===== config.mk =====
export PLATFORM = sky130hd
export DESIGN_NAME = des_key_schedule
export DESIGN_NICKNAME = d
export VERILOG_FILES = /design/src/rtl/des_key_schedule.sv
export SDC_FILE = /design/constraint.sdc
export NUM_CORES = 1
export LEC_CHECK = 0
export BUFFER_PORTS_ARGS = -buffer_cell sky130_fd_sc_hd__buf_4
export CORE_ASPECT_RATIO = 1.25
export CORE_MARGIN = 3
export CORE_UTILIZATION = 61
export CTS_BUF_LIST = sky130_fd_sc_hd__clkbuf_8
export CTS_CLUSTER_DIAMETER = 80
export CTS_CLUSTER_SIZE = 16
export DETAILED_ROUTE_END_ITERATION = 7
export HOLD_SLACK_MARGIN = 0.02
export PLACE_DENSITY = 0.89
export SYNTH_ARGS = -nofsm -noshare
export SYNTH_HDL_FRONTEND = slang
export SYNTH_SLANG_ARGS = --single-unit

===== constraint.sdc =====
create_clock -name clk -period 4.15 [get_ports clk]
set_clock_uncertainty 0.15 [all_clocks]
set_input_delay 0.2075 -clock clk [delete_from_list [all_inputs] [get_ports clk]]
set_output_delay 0.2075 -clock clk [all_outputs]
set_load 0.01 [all_outputs]

===== src/rtl/des_key_schedule.sv =====
// Sequential DES key schedule: PC-1 on accept, then one PC-2 subkey per cycle on a valid/ready
// stream. Optional key parity check is enabled by the DES_KS_PARITY_CHECK_EN macro.
module des_key_schedule #(
  parameter int unsigned ROUNDS     = 16,
  parameter logic [15:0] SHIFT_MASK = 16'h8103,
  parameter bit          RAW_CD     = 1'b0
) (
  input  logic        clk,
  input  logic        rst,
  input  logic [0:63] key_in,
  input  logic        decrypt,
  input  logic        key_valid,
  output logic        key_ready,
  output logic [0:47] k_out,
  output logic [3:0]  k_round,
  output logic        k_last,
  output logic        k_valid,
  input  logic        k_ready,
`ifdef DES_KS_PARITY_CHECK_EN
  output logic        parity_err,
`endif
  output logic        busy
);

  localparam logic [3:0] LastRound = 4'(ROUNDS - 1);

  localparam int unsigned Pc1Tbl [56] = '{
    57, 49, 41, 33, 25, 17,  9,  1, 58, 50, 42, 34, 26, 18,
    10,  2, 59, 51, 43, 35, 27, 19, 11,  3, 60, 52, 44, 36,
    63, 55, 47, 39, 31, 23, 15,  7, 62, 54, 46, 38, 30, 22,
    14,  6, 61, 53, 45, 37, 29, 21, 13,  5, 28, 20, 12,  4
  };

  localparam int unsigned Pc2Tbl [48] = '{
    14, 17, 11, 24,  1,  5,  3, 28, 15,  6, 21, 10,
    23, 19, 12,  4, 26,  8, 16,  7, 27, 20, 13,  2,
    41, 52, 31, 37, 47, 55, 30, 40, 51, 45, 33, 48,
    44, 49, 39, 56, 34, 53, 46, 42, 50, 36, 29, 32
  };

  function automatic logic [0:55] pc1(input logic [0:63] k);
    logic [0:55] r;
    logic [5:0]  idx;
    for (int i = 0; i < 56; i++) begin
      idx  = 6'(Pc1Tbl[i] - 1);
      r[i] = k[idx];
    end
    return r;
  endfunction

  function automatic logic [0:47] pc2(input logic [0:55] cd);
    logic [0:47] r;
    logic [5:0]  idx;
    for (int i = 0; i < 48; i++) begin
      idx  = 6'(Pc2Tbl[i] - 1);
      r[i] = cd[idx];
    end
    return r;
  endfunction

  // Index 0 is the MSB, so a left rotate moves bits toward index 0.
  function automatic logic [0:55] rotl(input logic [0:55] cd, input logic one);
    logic [0:27] c, d;
    c = cd[0:27];
    d = cd[28:55];
    if (one) return {c[1:27], c[0], d[1:27], d[0]};
    return {c[2:27], c[0:1], d[2:27], d[0:1]};
  endfunction

  function automatic logic [0:55] rotr(input logic [0:55] cd, input logic one);
    logic [0:27] c, d;
    c = cd[0:27];
    d = cd[28:55];
    if (one) return {c[27], c[0:26], d[27], d[0:26]};
    return {c[26:27], c[0:25], d[26:27], d[0:25]};
  endfunction

  typedef enum logic [0:0] {StIdle, StRun} state_e;

  state_e      state_q, state_d;
  logic [0:55] cd_q, cd_d, cd_next, key_cd;
  logic [0:47] kout_q, kout_d;
  logic [3:0]  round_q, round_d, round_inc;
  logic        dec_q, dec_d, dec_ok, accept, last;

  assign key_cd    = RAW_CD ? key_in[0:55] : pc1(key_in);
  assign dec_ok    = decrypt && (ROUNDS == 32'd16);
  assign accept    = key_valid && key_ready;
  assign last      = dec_q ? (round_q == 4'd0) : (round_q == LastRound);
  assign round_inc = round_q + 4'd1;

  always_comb begin
    state_d = state_q;
    cd_d    = cd_q;
    kout_d  = kout_q;
    round_d = round_q;
    dec_d   = dec_q;
    cd_next = cd_q;
    unique case (state_q)
      StIdle: begin
        if (key_valid) begin
          state_d = StRun;
          dec_d   = dec_ok;
          // Decrypt starts from C0D0 unrotated: the 16 shifts sum to 28, so C16D16 == C0D0.
          if (dec_ok) begin
            cd_next = key_cd;
            round_d = 4'd15;
          end else begin
            cd_next = rotl(key_cd, SHIFT_MASK[0]);
            round_d = 4'd0;
          end
          cd_d   = cd_next;
          kout_d = pc2(cd_next);
        end
      end
      StRun: begin
        if (k_ready) begin
          if (last) begin
            state_d = StIdle;
          end else begin
            if (dec_q) begin
              cd_next = rotr(cd_q, SHIFT_MASK[round_q]);
              round_d = round_q - 4'd1;
            end else begin
              cd_next = rotl(cd_q, SHIFT_MASK[round_inc]);
              round_d = round_inc;
            end
            cd_d   = cd_next;
            kout_d = pc2(cd_next);
          end
        end
      end
      default: state_d = StIdle;
    endcase
  end

  always_ff @(posedge clk or posedge rst) begin
    if (rst) begin
      state_q <= StIdle;
      cd_q    <= '0;
      kout_q  <= '0;
      round_q <= '0;
      dec_q   <= 1'b0;
    end else begin
      state_q <= state_d;
      cd_q    <= cd_d;
      kout_q  <= kout_d;
      round_q <= round_d;
      dec_q   <= dec_d;
    end
  end

  assign key_ready = (state_q == StIdle);
  assign k_valid   = (state_q == StRun);
  assign busy      = (state_q == StRun);
  assign k_out     = kout_q;
  assign k_round   = round_q;
  assign k_last    = k_valid && last;

`ifdef DES_KS_PARITY_CHECK_EN
  logic parity_q, parity_d, key_par_bad;

  // FIPS keys carry odd parity per byte; any even byte flags the key.
  always_comb begin
    key_par_bad = 1'b0;
    for (int b = 0; b < 8; b++) key_par_bad = key_par_bad | ~^key_in[8*b +: 8];
  end

  assign parity_d = accept ? (key_par_bad && !RAW_CD) : parity_q;

  always_ff @(posedge clk or posedge rst) begin
    if (rst) parity_q <= 1'b0;
    else     parity_q <= parity_d;
  end

  assign parity_err = parity_q;
`endif

endmodule


==> results.txt, run 1 <==
GP Congestion: 0.836
final worst-path cycle share: 85.2%
final core utilization: 72.5%
total negative slack: 0 ps
pins over their slew limit: 0
switch share: 48.6%
crit path kind: reg -> reg
vias: 5087
Max-Slew Margin vs Limit: 34.7%
Flop pwr share: 29.4%
num rows: 37
Combinational Power Share: 59.5%
cell with the most instances after synthesis: dfrtp_1
Hold Path Class: in -> reg
Slew @ Worst Pin: 979 ps
Initial Utilization: 63.8%
status: finished clean
ys flop type: dfrtp_1
syn_nets: 658
Synth area leaders: dfrtp_1, mux2i_1, a221o_1
Fmax: 283 MHz
# Max-Cap Violations: 0
first-pass GRT wire length: 24200 um
I/O Pins: 125
Die X: 89.7 um
Seq. cell area: 1550 um^2
Syn-to-layout area delta: 13.6%
root buffer cell: clkbuf_8
DRT Wirelength: 14600 um
CTS buffer count: 9
Layout fillers: 615
leakage power total: 0.00258 uW
post-CTS sizing: 0
internal power: 2770 uW
Seq/Total Area, Yosys: 29.0%
count of final hold-check violations: 0
Tmin final: 3540 ps
CP startpoint kind: register
GRT Total Usage: 28.8%
Vias per Instance: 6.89
Core ar.: 8380 um^2
DRT Pass-1 Iters: 5
die height: 111 um
Max H-tree Level: 3
Cell Pwr Density: 885 nW/um^2
DR WL/cell: 19.7 um
initial antenna violation count: 0
Critical Path Sink Type: register
YS warnings: 0
VDD IR-drop max: 0.533 mV
Crit path arrival time: 3560 ps
area of the multi-input gates: 3140 um^2
power share of the clock group: 11.1%
DR iter-0 viols: 420
biggest area consumer among synthesized cells: dfrtp_1
Residual DRC: 0
hpwl dp: 9570 um
post-synth top area share: 29.0%
Gate Count Post-Synth: 583
Final ANT Viol Nets: 0
CTS clk-pin slew, worst paths: 70 ps
Syn Area/Cell: 9.17 um^2
number of synthesized flops with an enable pin: 0
sw power: 2610 uW
Post-synth ARST share: 100%
CTS Sinks: 62
unrepaired setup endpoints after global routing: false
final setup vio count: 0
worst-case clock buffer depth: 2
via count of the first global-routing pass: 4868
pin count of the biggest net entering global routing: 61
Critical Path Fanout Max: 35
Clk Latency, worst-skew pair: 350 ps
total gr overflow: 0
I/O Buffers: 116
Unique masters post-synth: 42
synthesized flop and latch total: 62
WP data required: 4170 ps
Post-synth top cells: dfrtp_1, mux2i_1, a221o_1
Cell Area, Synth: 5350 um^2
Ant. Diodes: 0
final net count: 691
share of layout cells above drive strength 1: 29.1%
CTS tree: built
die area: 9930 um^2
==> layer usage <==
layer,track usage (%),up-vias,part of all wire [%]
met3,4.82,39,7.2
met5,0,-,0
met4,10.7,0,2.3
li1,-,2323,-
met1,34.9,2475,39
met2,51.2,250,52
==> registers in the layout, summed over array words and instances (netlist names) <==
register  count
cd_q         55
k_round       4
k_out         1
busy          1
dec_q         1
==> final timing paths <==
kind                            start       end  slack, ps  cells after the start
setup reg to reg           k_round[0]  cd_q[16]        610                      9
setup / recovery           k_round[0]  cd_q[16]        610                      9
max in group asynchronous         rst  cd_q[39]       2600                      4
hold reg to reg              cd_q[11]  cd_q[11]        500                      2
min in group asynchronous         rst   cd_q[3]        320                      3
hold / removal             key_in[27]  cd_q[52]         50                      3
==> cell usage in the layout (no fill, tap or decap), drive strengths merged, types with 3 or more instances in the layout <==
cell type and count:
o21ai 35, a221oi 54, buf 130, a221o 54, mux2i 59, dfrtp 62, o22ai 3, clkbuf 10
nor2b 3, mux2 5, ha 6, nor2 35, and2 3, a211oi 31, xnor2 3, nand2 40
a21oi 31, o211ai 26, inv 9
==> area by class of cell <==
class	count	share of cell area, %
Inverter	7	0.432
Sequential cell	62	25.5
Tap cell	117	2.41
Timing Repair Buffer	132	16.4
Clock buffer	10	2.27
Multi-Input combinational cell	404	51.7
Clock inverter	6	1.28
==> per-stage QoR <==
step / instance area, um^2 / total power (uW) / std cells / setup slack, ps / hold WS, ps
after detailed placement: 5840 / 4730 / 720 / 684 / 145
after global routing: 6080 / 5750 / 738 / 389 / 65.3
after floorplan: 5350 / 4070 / 583 / 1550 / 142
after CTS: 6080 / 5340 / 738 / 674 / 48.0
after global placement: 5840 / 4580 / 720 / 785 / 147
final: 6080 / 5380 / 738 / 613 / 50.3
==> critical path, stage by stage, from the launching register on <==
cell      delay (ps)
dfrtp_1          560
inv_1            160
ha_1             250
nand2_1          100
o221a_2          580
nand2_2          510
buf_4            380
a221o_1          280
a221oi_1         270
a211oi_1         100
==> timing repair <==
action	in CTS	in global routing
hold buffers	2	0
endpoints found under the hold margin	26	0
setup buffers	0	0
==> cell families after synthesis <==
family / count (synthesis) / share of synthesized area (%)
compound gates: 241 / 37.2
buf+inv: 117 / 12.5
simple gates: 89 / 7.00
mux: 64 / 12.2
flops: 62 / 29.0
fa+ha+maj: 6 / 1.40
xor+xnor: 4 / 0.655
==> power groups by stage <==
stage	Clock [uW]	Sequential (uW)	Combinational [uW]
global route	629	1640	3480
floorplan	0	1350	2720
CTS	600	1550	3180
detailed placement	0	1560	3170
finish	599	1580	3200
global placement	0	1540	3040
Power figures use the tool's default switching activity.
==> run 2: changes to the inputs <==
--- a/config.mk
+++ b/config.mk
@@ -13,8 +13,10 @@
 export CTS_CLUSTER_DIAMETER = 80
 export CTS_CLUSTER_SIZE = 16
 export DETAILED_ROUTE_END_ITERATION = 7
+export GPL_TIMING_DRIVEN = 0
 export HOLD_SLACK_MARGIN = 0.02
 export PLACE_DENSITY = 0.89
+export SETUP_SLACK_MARGIN = 0.3
 export SYNTH_ARGS = -nofsm -noshare
 export SYNTH_HDL_FRONTEND = slang
 export SYNTH_SLANG_ARGS = --single-unit
==> run 2 against run 1 <==
Against the previous run:
- worst setup slack better by 400 ps
- register-to-register slack better by 400 ps
- non-clock buffer count up 96
- sequential power down 3%
- first-iteration DRC count up 23%
- die area unchanged
- final cell count up 13%
- combinational power up 18%
- wire length up 12%
- sequential cell count unchanged
- power up 7.4%
- clock power down 23%
- critical endpoint is now cd_q[6]
- largest cell class unchanged
- largest power group unchanged
==> results.txt, run 2 (synthesized netlist as in run 1, its figures left out) <==
status: finished clean
internal power: 3010 uW (+8.6%)
Die X: 89.7 um (unchanged)
Pwr Total: 5780 uW (+7.4%)
Tmin final: 3140 ps (-397 ps)
Hold Startpoint: key_in[57]
initial antenna violation count: 0 (unchanged)
Worst R2R Path Depth: 9 (unchanged)
final setup vio count: 0 (unchanged)
total negative slack: 0 ps (unchanged)
sw power: 2770 uW (+6.2%)
post-CTS sizing: 0 (unchanged)
Slew @ Worst Pin: 755 ps (-224 ps)
WP data required: 4270 ps (+100 ps)
Hold EP: cd_q[7]
most frequent cells in the layout: buf_4, dfrtp_1, mux2i_1
I/O Buffers: 115 (-0.86%)
Syn-to-layout area delta: 22.5%
Critical Path Sink Type: register
DRT Wirelength: 16300 um (+12%)
pin count of the biggest net entering global routing: 34 (-44%)
vias: 5643 (+11%)
Core ar.: 8380 um^2 (unchanged)
pins over their slew limit: 0 (unchanged)
I/O Pins: 125 (unchanged)
R2R Setup Slk: 1010 ps (+400 ps)
num rows: 37 (unchanged)
Residual DRC: 0 (unchanged)
CTS buffer count: 9 (unchanged)
Worst Hold Depth: 3 (unchanged)
leakage power total: 0.00286 uW (+11%)
Crit path arrival time: 3260 ps (-300 ps)
DR WL/cell: 19.6 um (-0.67%)
commonest non-fill, non-tap cell in the layout: buf_4
Hold Path Class: in -> reg
Clk Latency, worst-skew pair: 360 ps (about the same)
launch point of the worst reg-to-reg path: k_round[1]
Max-Slew Margin vs Limit: 49.5% (+15 points)
unrepaired setup endpoints after global routing: false
CTS tree: built
Seq. cell area: 1550 um^2 (unchanged)
RR Endpoint: cd_q[6]
hpwl dp: 11700 um (+22%)
first-pass GRT wire length: 26500 um (+9.5%)
GP Congestion: 0.926 (+11%)
CTS clk-pin slew, worst paths: 70 ps (about the same)
final worst-path cycle share: 75.7% (-9.6 points)
Max H-tree Level: 3 (unchanged)
final net count: 787 (+14%)
power share of the clock group: 8.0% (-3.1 points)
VDD IR-drop max: 0.436 mV (-18%)
via count of the first global-routing pass: 5507 (+13%)
Biggest register: cd_q
die area: 9930 um^2 (unchanged)
CTS Sinks: 62 (unchanged)
DRT Pass-1 Iters: 8 (+3)
crit path kind: reg -> reg
max reg flops: 55 (unchanged)
switch share: 48.0% (-0.58 points)
GRT Total Usage: 31.9% (+3.1 points)
count of final hold-check violations: 0 (unchanged)
root buffer cell: clkbuf_8
die height: 111 um (unchanged)
Critical Path Fanout Max: 13 (-63%)
Fmax: 318 MHz (+13%)
Initial Utilization: 63.8% (unchanged)
DR iter-0 viols: 516 (+23%)
Combinational Power Share: 65.4% (+5.9 points)
Layout fillers: 583 (-5.2%)
share of layout cells above drive strength 1: 31.9% (+2.7 points)
# Max-Cap Violations: 0 (unchanged)
Flop pwr share: 26.6% (-2.8 points)
area of the multi-input gates: 3130 um^2 (-0.48%)
worst-case clock buffer depth: 2 (unchanged)
total gr overflow: 0 (unchanged)
Cell Pwr Density: 882 nW/um^2 (-0.37%)
Final ANT Viol Nets: 0 (unchanged)
Ant. Diodes: 0 (unchanged)
Vias per Instance: 6.78 (-1.6%)
CP startpoint kind: register
run 2: cell count changes in the layout (fill, tap and decap cells not counted), sizes merged:
cell | previous run | this run
bufinv | 2 | 0
clkbuf | 10 | 47
buf | 130 | 189
run 2: how the worst max path moves through the flow:
| stage | from | endpoint | slack (ps) | cells past startpoint |
|---|---|---|---|---|
| finish | k_round[1] | cd_q[6] | 1010 | 9 |
| global route | k_round[1] | cd_q[14] | 870 | 9 |
| CTS | k_round[1] | cd_q[15] | 1130 | 9 |
| detailed placement | k_round[1] | cd_q[15] | 1130 | 9 |
| global placement | k_round[1] | cd_q[18] | 1220 | 9 |
| floorplan | k_round[1] | cd_q[18] | 1550 | 9 |
run 2: critical path, cell delays in order, from the launching register on:
cell and delay (ps):
dfrtp_1 630, ha_1 240, buf_2 190, mux2_2 190
a2bb2oi_2 100, nor2_1 600, clkbuf_1 430, a221o_1 250
a221oi_2 50, a211oi_2 220
run 2: timing repair:
item / CTS / global route
hold endpoints to repair: 30 / 0
hold buffers: 2 / 0
buffers inserted: 0 / 0
run 2: layer usage:
metal / share of wire [%] / up-vias / GRT usage, %
met5: 0 / - / 0
met4: 4.0 / 0 / 15.4
met3: 9.5 / 78 / 5.91
met2: 51 / 383 / 55.7
met1: 36 / 2675 / 37.7
li1: - / 2507 / -
run 2: power by group through the flow:
stage               logic [uW]  registers [uW]  clock network (uW)
floorplan                 2720            1350                   0
global placement          3570            1500                   0
detailed placement        3700            1510                   0
CTS                       3730            1510                 458
global route              4070            1580                 481
finish                    3780            1540                 460
run 2: area by class of cell:
class | instances | share of cell area (%)
multi-input cells | 404 | 47.7
flip-flops and latches | 62 | 23.7
repair buffers | 118 | 13.8
plain buffers | 110 | 9.83
well taps | 117 | 2.23
clock buffers | 10 | 2.10
inverters | 7 | 0.401
clock inverters | 4 | 0.267
run 2: metrics by stage:
| step | util (%) | cells | hold WS [ps] | worst slack, ps | area (um^2) |
|---|---|---|---|---|---|
| floorplan | - | 583 | 142 | 1550 | 5350 |
| detailed placement | 76.1 | 816 | 216 | 1130 | 6380 |
| CTS | 78.2 | 832 | 42.0 | 1130 | 6550 |
| global route | 78.2 | 832 | 71.0 | 873 | 6550 |
| global placement | 75.9 | 815 | 243 | 1220 | 6360 |
| finish | 78.2 | 832 | 52.3 | 1010 | 6550 |
